$ cat src/rtl/klein_pkg.sv
// rtl/klein_pkg.sv - shared KLEIN-80 constants, key type and byte substitution
package klein_pkg;

  localparam int KLEIN_KEY_W    = 80;
  localparam int KLEIN80_ROUNDS = 16;

  // Nibble 0 of the S-box sits in the most significant nibble.
  localparam logic [63:0] KLEIN_SBOX = 64'h74A9_1FB0_C326_8ED5;

  typedef logic [KLEIN_KEY_W-1:0] klein_key_t;

  typedef enum logic {
    DKS_IDLE,
    DKS_EMIT
  } dks_state_e;

  function automatic logic [3:0] klein_sbox4(input logic [3:0] n);
    logic [63:0] t;
    t = KLEIN_SBOX << {n, 2'b00};
    return t[63:60];
  endfunction

  function automatic logic [7:0] klein_sub_byte(input logic [7:0] b);
    return {klein_sbox4(b[7:4]), klein_sbox4(b[3:0])};
  endfunction

endpackage

$ cat src/rtl/klein_inv_key_round.sv
// rtl/klein_inv_key_round.sv - one combinational inverse KLEIN-80 key schedule round
module klein_inv_key_round
  import klein_pkg::*;
(
  input  klein_key_t  key_i,
  input  logic [7:0]  cnt_i,
  output klein_key_t  key_o
);

  logic [39:0] a_half;
  logic [39:0] b_half;
  logic [39:0] ar;
  logic [39:0] br;

  // Undo the forward steps in reverse: S-box, counter XOR, swap-XOR, rotate.
  always_comb begin
    a_half         = key_i[79:40];
    b_half         = key_i[39:0];
    b_half[31:24]  = klein_sub_byte(key_i[31:24]);
    b_half[23:16]  = klein_sub_byte(key_i[23:16]);
    a_half[23:16]  = key_i[63:56] ^ cnt_i;
    br             = a_half;
    ar             = b_half ^ a_half;
    key_o          = {ar[7:0], ar[39:8], br[7:0], br[39:8]};
  end

endmodule

$ cat src/rtl/klein_dec_key_sched.sv
// rtl/klein_dec_key_sched.sv - iterative KLEIN-80 inverse key schedule, sk16 down to sk0
// Optional abort input enabled by defining KLEIN_DKS_ABORT_EN.
module klein_dec_key_sched
  import klein_pkg::*;
#(
  parameter int ROUNDS = KLEIN80_ROUNDS
) (
  input  logic        clk,
  input  logic        rst_n,
  input  logic        start,
  input  klein_key_t  final_key,
  input  logic        rk_ready,
`ifdef KLEIN_DKS_ABORT_EN
  input  logic        abort,
`endif
  output klein_key_t  rk,
  output logic [4:0]  rk_idx,
  output logic        rk_valid,
  output logic        busy,
  output logic        done
);

  localparam logic [4:0] IDX_INIT = 5'(ROUNDS);

  dks_state_e state_q, state_d;
  klein_key_t rk_q, rk_d, rk_prev;
  logic [4:0] idx_q, idx_d;
  logic       valid_q, valid_d;
  logic       busy_q, busy_d;
  logic       done_q, done_d;
  logic       abort_w;

`ifdef KLEIN_DKS_ABORT_EN
  assign abort_w = abort;
`else
  assign abort_w = 1'b0;
`endif

  klein_inv_key_round u_inv_round (
    .key_i (rk_q),
    .cnt_i ({3'b000, idx_q}),
    .key_o (rk_prev)
  );

  always_comb begin
    state_d = state_q;
    rk_d    = rk_q;
    idx_d   = idx_q;
    valid_d = valid_q;
    busy_d  = busy_q;
    done_d  = 1'b0;
    case (state_q)
      DKS_IDLE: begin
        if (start) begin
          rk_d    = final_key;
          idx_d   = IDX_INIT;
          valid_d = 1'b1;
          busy_d  = 1'b1;
          state_d = DKS_EMIT;
        end
      end
      DKS_EMIT: begin
        // Abort wins over a handshake in the same cycle.
        if (abort_w) begin
          rk_d    = '0;
          valid_d = 1'b0;
          busy_d  = 1'b0;
          state_d = DKS_IDLE;
        end else if (rk_ready) begin
          if (idx_q != 5'd0) begin
            rk_d  = rk_prev;
            idx_d = idx_q - 5'd1;
          end else begin
            valid_d = 1'b0;
            busy_d  = 1'b0;
            done_d  = 1'b1;
            state_d = DKS_IDLE;
          end
        end
      end
      default: state_d = DKS_IDLE;
    endcase
  end

  always_ff @(posedge clk or negedge rst_n) begin
    if (!rst_n) begin
      state_q <= DKS_IDLE;
      rk_q    <= '0;
      idx_q   <= '0;
      valid_q <= 1'b0;
      busy_q  <= 1'b0;
      done_q  <= 1'b0;
    end else begin
      state_q <= state_d;
      rk_q    <= rk_d;
      idx_q   <= idx_d;
      valid_q <= valid_d;
      busy_q  <= busy_d;
      done_q  <= done_d;
    end
  end

  assign rk       = rk_q;
  assign rk_idx   = idx_q;
  assign rk_valid = valid_q;
  assign busy     = busy_q;
  assign done     = done_q;

endmodule

$ cat config.mk
export PLATFORM = sky130hd
export DESIGN_NAME = klein_dec_key_sched
export DESIGN_NICKNAME = d
export VERILOG_FILES = /design/src/rtl/klein_pkg.sv /design/src/rtl/klein_inv_key_round.sv /design/src/rtl/klein_dec_key_sched.sv
export SDC_FILE = /design/constraint.sdc
export NUM_CORES = 1
export LEC_CHECK = 0
export ABC_AREA = 1
export BUFFER_PORTS_ARGS = -buffer_cell sky130_fd_sc_hd__buf_2
export CAP_MARGIN = 40
export CORE_MARGIN = 4
export CORE_UTILIZATION = 57
export CTS_BUF_LIST = sky130_fd_sc_hd__clkbuf_4
export DETAILED_ROUTE_END_ITERATION = 8
export GPL_TIMING_DRIVEN = 0
export PLACE_DENSITY_LB_ADDON = 0.3
export SYNTH_ARGS = -nofsm -noshare
export SYNTH_HDL_FRONTEND = slang
export SYNTH_SLANG_ARGS = --single-unit
$ cat constraint.sdc
create_clock -name clk -period 2.7 [get_ports clk]
set_clock_uncertainty 0.2 [all_clocks]
set_input_delay 0.27 -clock clk [delete_from_list [all_inputs] [get_ports clk]]
set_output_delay 0.27 -clock clk [all_outputs]
set_load 0.02 [all_outputs]
==> out/metrics.csv, run 1 <==
stage;metric;value;unit
sta;rsz0062_at_grt;false;
yosys;synth_area_leaders;dfrtp_1 (41%), nand2_1 (22%), o21ai_0 (6.1%), ha_1 (4.7%), nand3_1 (4.4%);
yosys;synth_cell_types;24;
sta;finalHoldViolCount;0;
critical_path;crit_path_cell_trace;inv_1 -> ha_1 -> nand3_1 -> inv_2 -> nand2_2 -> nand2_4 -> inv_4 -> buf_2 -> nand2_1 -> o21ai_0;
critical_path;cp.arrival;2.28;ns
sta;relSlewSlack;52.48;%
clocking;root_buffer;clkbuf_4;
sta;worst_pin_slew;0.7127;ns
yosys;synth_flop_cell;dfrtp_1;
drt;vias;6380;
pwr;pwr-share-clk;8.8;%
critical_path;worstPathRequired;2.87;ns
hold_path;hp-class;input pin to flip-flop;
sta;slew_viol_final;0;
place;hpwlAfterDp;13.34;mm
critical_path;worstSetupPathType;flip-flop to flip-flop;
cells_and_area;fin_nets;1132;
floorplan;design.core.area;9196;sq um
place;gp_congestion;0.9392;
clocking;cts_resized;0;
global_route;grt_pass1_wl;31.02;mm
critical_path;start_kind;flip-flop;
sta;worst_slack;0.5857;ns
global_route;grt_usage;35.72;%
yosys;avgSynthCellArea;6.990;sq um
sta;setup_tns;0;ns
yosys;synth_edf_count;0;
yosys;yosysTopAreaCell;dfrtp_1;
pwr;p_sw_share;54.61;%
clocking;tritoncts;done;
drt;ant_nets;0;
clocking;htree_levels;3;
global_route;globalRouteOverflowTotal;0;
clocking;post_cts_buffers;0;
floorplan;start_util;58.45;%
sta;max_clock_freq;473.0;MHz
place;place_ws;0.7181;ns
critical_path;cpMaxStageDelayCell;dfrtp_1;
yosys;synth.most_common_cell;nand2_1;
pwr;ir_worst_vdd;0.7138;mV
drt;drt-initial-drc-count;577;
critical_path;cp_slowest_stage_delay;0.48;ns
clocking;worst_skew_pair.late_latency;0.46;ns
pwr;power_switching;5.490;mW
clocking;clockBufferDepth;2;
floorplan;pin_count;172;
floorplan;die_x;105.1;um
sta;finalCriticalPeriod;2.114;ns
yosys;ys_warn_count;0;
drt;drt_wl_total;19.71;mm
cells_and_area;regArea;2202;sq um
yosys;syn_area;5375;sq um
global_route;grt_max_degree;66;
sta;fin_crit_sh;78.31;%
clocking;clock-sinks;88;
critical_path;end_kind;flip-flop;
pwr;pwr-share-comb;63.2;%
drt;drc;0;
floorplan;die_area;11050;sq um
yosys;syn_inst;769;
clocking;hold_buffers;76;
flow_run;max-cap-violations;0;
yosys;synth_common_cells;nand2_1 (316), dfrtp_1 (88), o21ai_0 (66);
drt;wl_per_cell;17.23;um
sta;setup_viol;0;
yosys;async_flop_share;100.0;%
place;port_buffers;171;
yosys;synth_seq_area_share;40.97;%
floorplan;dieHeight;105.1;um
pwr;p_seq_share;28.0;%
status;status;finished, final reports clean;
cells_and_area;layout-drive-gt1-share;22.17;%
pwr;p_int;4.563;mW
critical_path;worstPathMaxFanout;10;
clocking;clkSlewWorstSetupHoldPaths;0.15;ns
yosys;ys_ff_latch;88;
yosys;synth_fp_nets;873;
floorplan;fp-row-count;35;
global_route;antenna_found_initial;0;
pwr;p_leak;3.977;nW
cells_and_area;syn_to_final_growth;36.31;%
cells_and_area;fillCellCount;648;
clocking;cts_buffers;9;
drt;first_pass_iters;6;
pwr;power.density;1372;nW/um^2
global_route;grt_pass1_vias;6014;
cells_and_area;diodes;0;
yosys;yosysTopAreaCellShare;40.97;%
cells_and_area;multiInputGateArea;2736;sq um
drt;vias_per_cell;5.577;
==> critical path: cells and delay by family, from the launching register on <==
kind                       cells  cell delay, ns
DFF                            1            0.48
and+or+nand+nor                4            0.47
buffers and inverters          4            0.52
adders and majority gates      1            0.24
AOI/OAI and AO/OA              1            0.11
==> cells in the final DEF (no fill, tap or decap) <==
| cell | n |
|---|---|
| clkbuf_2 | 2 |
| nand2_2 | 1 |
| dlygate4sd3_1 | 76 |
| inv_1 | 45 |
| clkbuf_4 | 10 |
| dfrtp_1 | 88 |
| bufinv_16 | 2 |
| buf_16 | 1 |
| nand2_4 | 1 |
| o21ai_1 | 14 |
| o31ai_1 | 17 |
| ha_1 | 20 |
| a21oi_1 | 43 |
| o22ai_1 | 1 |
| xnor2_1 | 4 |
| nand2_1 | 316 |
| nand3_1 | 47 |
| nor2_1 | 53 |
| clkinvlp_4 | 1 |
| xor2_1 | 2 |
| buf_2 | 191 |
| nand4_1 | 6 |
| o21ai_0 | 66 |
| buf_6 | 7 |
| inv_6 | 1 |
| clkinv_1 | 1 |
| buf_4 | 6 |
| a21oi_2 | 1 |
| clkbuf_1 | 5 |
| inv_4 | 1 |
| inv_8 | 1 |
| inv_2 | 3 |
==> path summary, 6_finish.rpt <==
path                          startpoint     end  slack [ns]  depth (start not counted)
min                        final_key[53]  rk[53]       0.008                          5
max                            rk_idx[0]  rk[24]        0.59                         10
max in group asynchronous          rst_n   rk[7]        1.59                          3
min reg2reg                       rk[10]  rk[10]        0.35                          2
min in group asynchronous          rst_n  rk[25]        0.07                          2
max reg2reg                    rk_idx[0]  rk[24]        0.59                         10
==> cells by family after synthesis <==
family	after synthesis	share of synthesized area, %
compound gates	142	14.11
xor+xnor	6	0.9776
fa+ha+maj	20	4.655
buf+inv	89	8.124
flops	88	40.97
simple gates	424	31.17
==> layer usage <==
layer | share of wire (%) | vias up | GRT usage, % | wire length [um]
li1 | - | 2986 | - | -
met1 | 38 | 2862 | 46.88 | 7530
met2 | 46 | 457 | 58.25 | 9122
met3 | 11 | 75 | 5.312 | 2170
met4 | 4.5 | 0 | 16.68 | 888
met5 | 0 | - | 0 | 0
==> area by class of cell <==
type	instances	area share, %
multi-input cells	592	37.35
flip-flops and latches	88	30.05
repair buffers	248	22.47
plain buffers	40	3.415
inverters	49	2.544
well taps	111	1.895
clock inverters	6	1.247
clock buffers	10	1.025
==> flip-flops by register name, indices dropped and copies added (netlist names) <==
name	count
rk	80
done	1
rk_idx	5
busy	1
state_q	1
==> through the flow <==
stage	utilization (%)	area [sq um]	hold WS, ns	total power, mW	std cells
after global routing	79.67	7327	0.02909	10.84	1144
after floorplan	-	5375	-0.2256	6.860	769
final	79.67	7327	0.008317	10.05	1144
after detailed placement	69.59	6400	0.001753	8.855	1052
after CTS	79.67	7327	0.002084	9.816	1144
after global placement	69.27	6370	0.3108	8.743	1051
==> power by group through the flow <==
stage,clock network (mW),registers [mW],logic (mW)
6_report,0.884,2.81,6.36
3_3_place_gp,0,2.78,5.96
5_1_grt,0.927,2.90,7.01
3_5_place_dp,0,2.78,6.07
4_1_cts,0.872,2.76,6.18
2_1_floorplan,0,3.36,3.50
No activity file was read; power rests on OpenSTA's default activity.
==> inputs of run 2 (changes only) <==
CORE_UTILIZATION = 48   (was 57)
clock period = 1.75 ns   (was 2.7 ns; I/O delays follow)
==> out/metrics.csv, run 2 (synthesis results as in run 1) <==
stage;metric;value;unit;change
drt;vias_per_cell;5.407;;-3.0%
critical_path;cp.arrival;1.90;ns;-0.38 ns
sta;max_clock_freq;564.9;MHz;+19%
drt;first_pass_iters;5;;-1
sta;rsz0062_at_grt;true;;
cells_and_area;regArea;2211;sq um;+0.40%
global_route;grt_pass1_wl;30.58;mm;-1.4%
cells_and_area;layout-drive-gt1-share;29.82;%;+7.7 points
floorplan;design.core.area;10890;sq um;+18%
flow_run;max-cap-violations;0;;unchanged
pwr;pwr-share-clk;6.5;%;-2.3 points
clocking;root_buffer;clkbuf_4;;
floorplan;die_x;113.8;um;+8.3%
hold_path;hp-class;input pin to async pin;;
cells_and_area;fin_nets;1162;;+2.7%
pwr;pwr-share-comb;67.5;%;+4.3 points
floorplan;die_area;12960;sq um;+17%
status;violations;negative setup slack;;
floorplan;start_util;49.37;%;-9.1 points
clocking;cts_buffers;9;;unchanged
pwr;power.density;2110;nW/um^2;+54%
global_route;grt_pass1_vias;5887;;-2.1%
place;hpwlAfterDp;14.09;mm;+5.7%
sta;relSlewSlack;71.53;%;+19 points
cells_and_area;fin_area;8005;sq um;+9.3%
global_route;grt_usage;30.49;%;-5.2 points
floorplan;fp-row-count;38;;+8.6%
sta;finalCriticalPeriod;1.770;ns;-0.3442 ns
cells_and_area;largest_reg_flops;80;;unchanged
cells_and_area;mostFrequentLayoutCell;nand2_1;;
sta;slew_viol_final;0;;unchanged
cells_and_area;multiInputGateArea;2957;sq um;+8.0%
pwr;power;16.89;mW;+68%
pwr;p_leak;4.240;nW;+6.6%
critical_path;crit_start;state_q;;
global_route;use_met1;39.65;%;-7.2 points
pwr;p_sw_share;54.23;%;-0.38 points
critical_path;worstPathMaxFanout;10;;unchanged
place;port_buffers;171;;unchanged
critical_path;timing.rr.start;state_q;;
critical_path;end_kind;flip-flop;;
cells_and_area;fillCellCount;864;;+33%
pwr;p_int;7.732;mW;+69%
global_route;antenna_found_initial;1;;+1
critical_path;start_kind;flip-flop;;
critical_path;r2r_end;rk[61];;
place;place_area;6439;sq um;+0.61%
sta;fin_crit_sh;101.2;%;+23 points
sta;finalHoldViolCount;0;;unchanged
drt;drt_wl_total;20.92;mm;+6.1%
global_route;met3_usage;6.790;%;+1.5 points
sta;worst_pin_slew;0.4240;ns;-0.2887 ns
pwr;p_seq_share;26.0;%;-2.0 points
global_route;busiest_layer;met2;;
global_route;globalRouteOverflowTotal;0;;unchanged
clocking;clockBufferDepth;2;;unchanged
clocking;worst_skew_pair.late_latency;0.44;ns;-0.02 ns
drt;vias;6510;;+2.0%
status;status;finished with violations;;
floorplan;dieHeight;113.8;um;+8.3%
clocking;clkSlewWorstSetupHoldPaths;0.16;ns;about the same
drt;wl_per_cell;17.37;um;+0.83%
drt;ant_nets;0;;unchanged
pwr;power_switching;9.162;mW;+67%
drt;drc;0;;unchanged
drt;drt-initial-drc-count;661;;+15%
sta;setup_viol;6;;+6
place;place_ws;-0.2151;ns;-0.9333 ns
critical_path;worstSetupPathType;flip-flop to flip-flop;;
critical_path;worstPathRequired;1.88;ns;-0.99 ns
cells_and_area;syn_to_final_growth;48.93;%;
floorplan;pin_count;172;;unchanged
place;gp_congestion;0.9136;;-2.7%
sta;setup_tns;-0.05153;ns;-0.05153 ns
sta;worst_slack;-0.02014;ns;-0.6058 ns
clocking;htree_levels;3;;unchanged
global_route;grt_max_degree;66;;unchanged
cells_and_area;final_cell_mix;nand2_1 (291), buf_2 (182), dlygate4sd3_1 (83), dfrtp_1 (81), o21ai_0 (54);;
pwr;ir_worst_vdd;1.093;mV;+53%
clocking;clock-sinks;88;;unchanged
clocking;tritoncts;done;;
critical_path;r2r_slack;-0.02;ns;-0.61 ns
global_route;grt_use_met2;49.63;%;-8.6 points
cells_and_area;postLayoutCoreUtil;73.52;%;-6.2 points
critical_path;r2r_cells;8;;-2
[run 2: how the worst max path moves through the flow]
stage	slack (ns)	cells after the start	end
floorplan	0.04	8	rk[51]
global placement	-0.73	1	rk_idx[1]
detailed placement	-0.22	10	rk[55]
CTS	-0.005	10	rk[5]
global route	-0.08	10	rk[61]
finish	-0.02	8	rk[61]
[run 2: what timing repair did]
item                       CTS  global route
setup buffers                3            14
hold buffers                84             0
gates cloned                 0             5
setup endpoints to repair   84            84
hold endpoints to repair   172             0
pin swaps                    0            10
gates resized for setup     25            92
[run 2: cell type report]
class | count | area share [%]
antenna | 1 | 0.03126
buffer | 40 | 4.361
clock buffer | 9 | 0.8440
clock inverter | 7 | 0.7033
inverter | 49 | 2.423
multi-input combinational | 592 | 36.93
sequential | 88 | 27.62
tap | 140 | 2.188
timing repair buffer | 278 | 24.90
[run 2: power groups by stage]
stage | clock [mW] | combinational [mW] | sequential [mW]
final | 1.10 | 11.4 | 4.38
after global routing | 1.18 | 12.5 | 4.50
after CTS | 1.10 | 9.93 | 4.28
after detailed placement | 0 | 9.46 | 4.33
after global placement | 0 | 9.28 | 4.32
after floorplan | 0 | 5.39 | 5.19
[run 2: layer usage]
| metal | up-vias | wire length [um] | part of all wire (%) |
|---|---|---|---|
| li1 | 3060 | - | - |
| met1 | 2962 | 7963 | 38 |
| met2 | 431 | 9913 | 47 |
| met3 | 57 | 2331 | 11 |
| met4 | 0 | 709 | 3.4 |
| met5 | - | 0 | 0 |
[run 2: critical path, stage by stage, from the launching register on]
cell and delay [ns]:
dfrtp_1 0.39, buf_6 0.14, nor2_1 0.07, a21oi_2 0.26, nand2_8 0.14, buf_12 0.18, buf_12 0.14, nand2_1 0.07
nand2_1 0.07
[run 2: metrics by stage]
step,std cells,hold slack [ns]
CTS,1184,0.01653
global route,1204,0.01812
detailed placement,1081,-0.08866
global placement,1080,0.2260
floorplan,769,-0.3206
finish,1204,0.01948
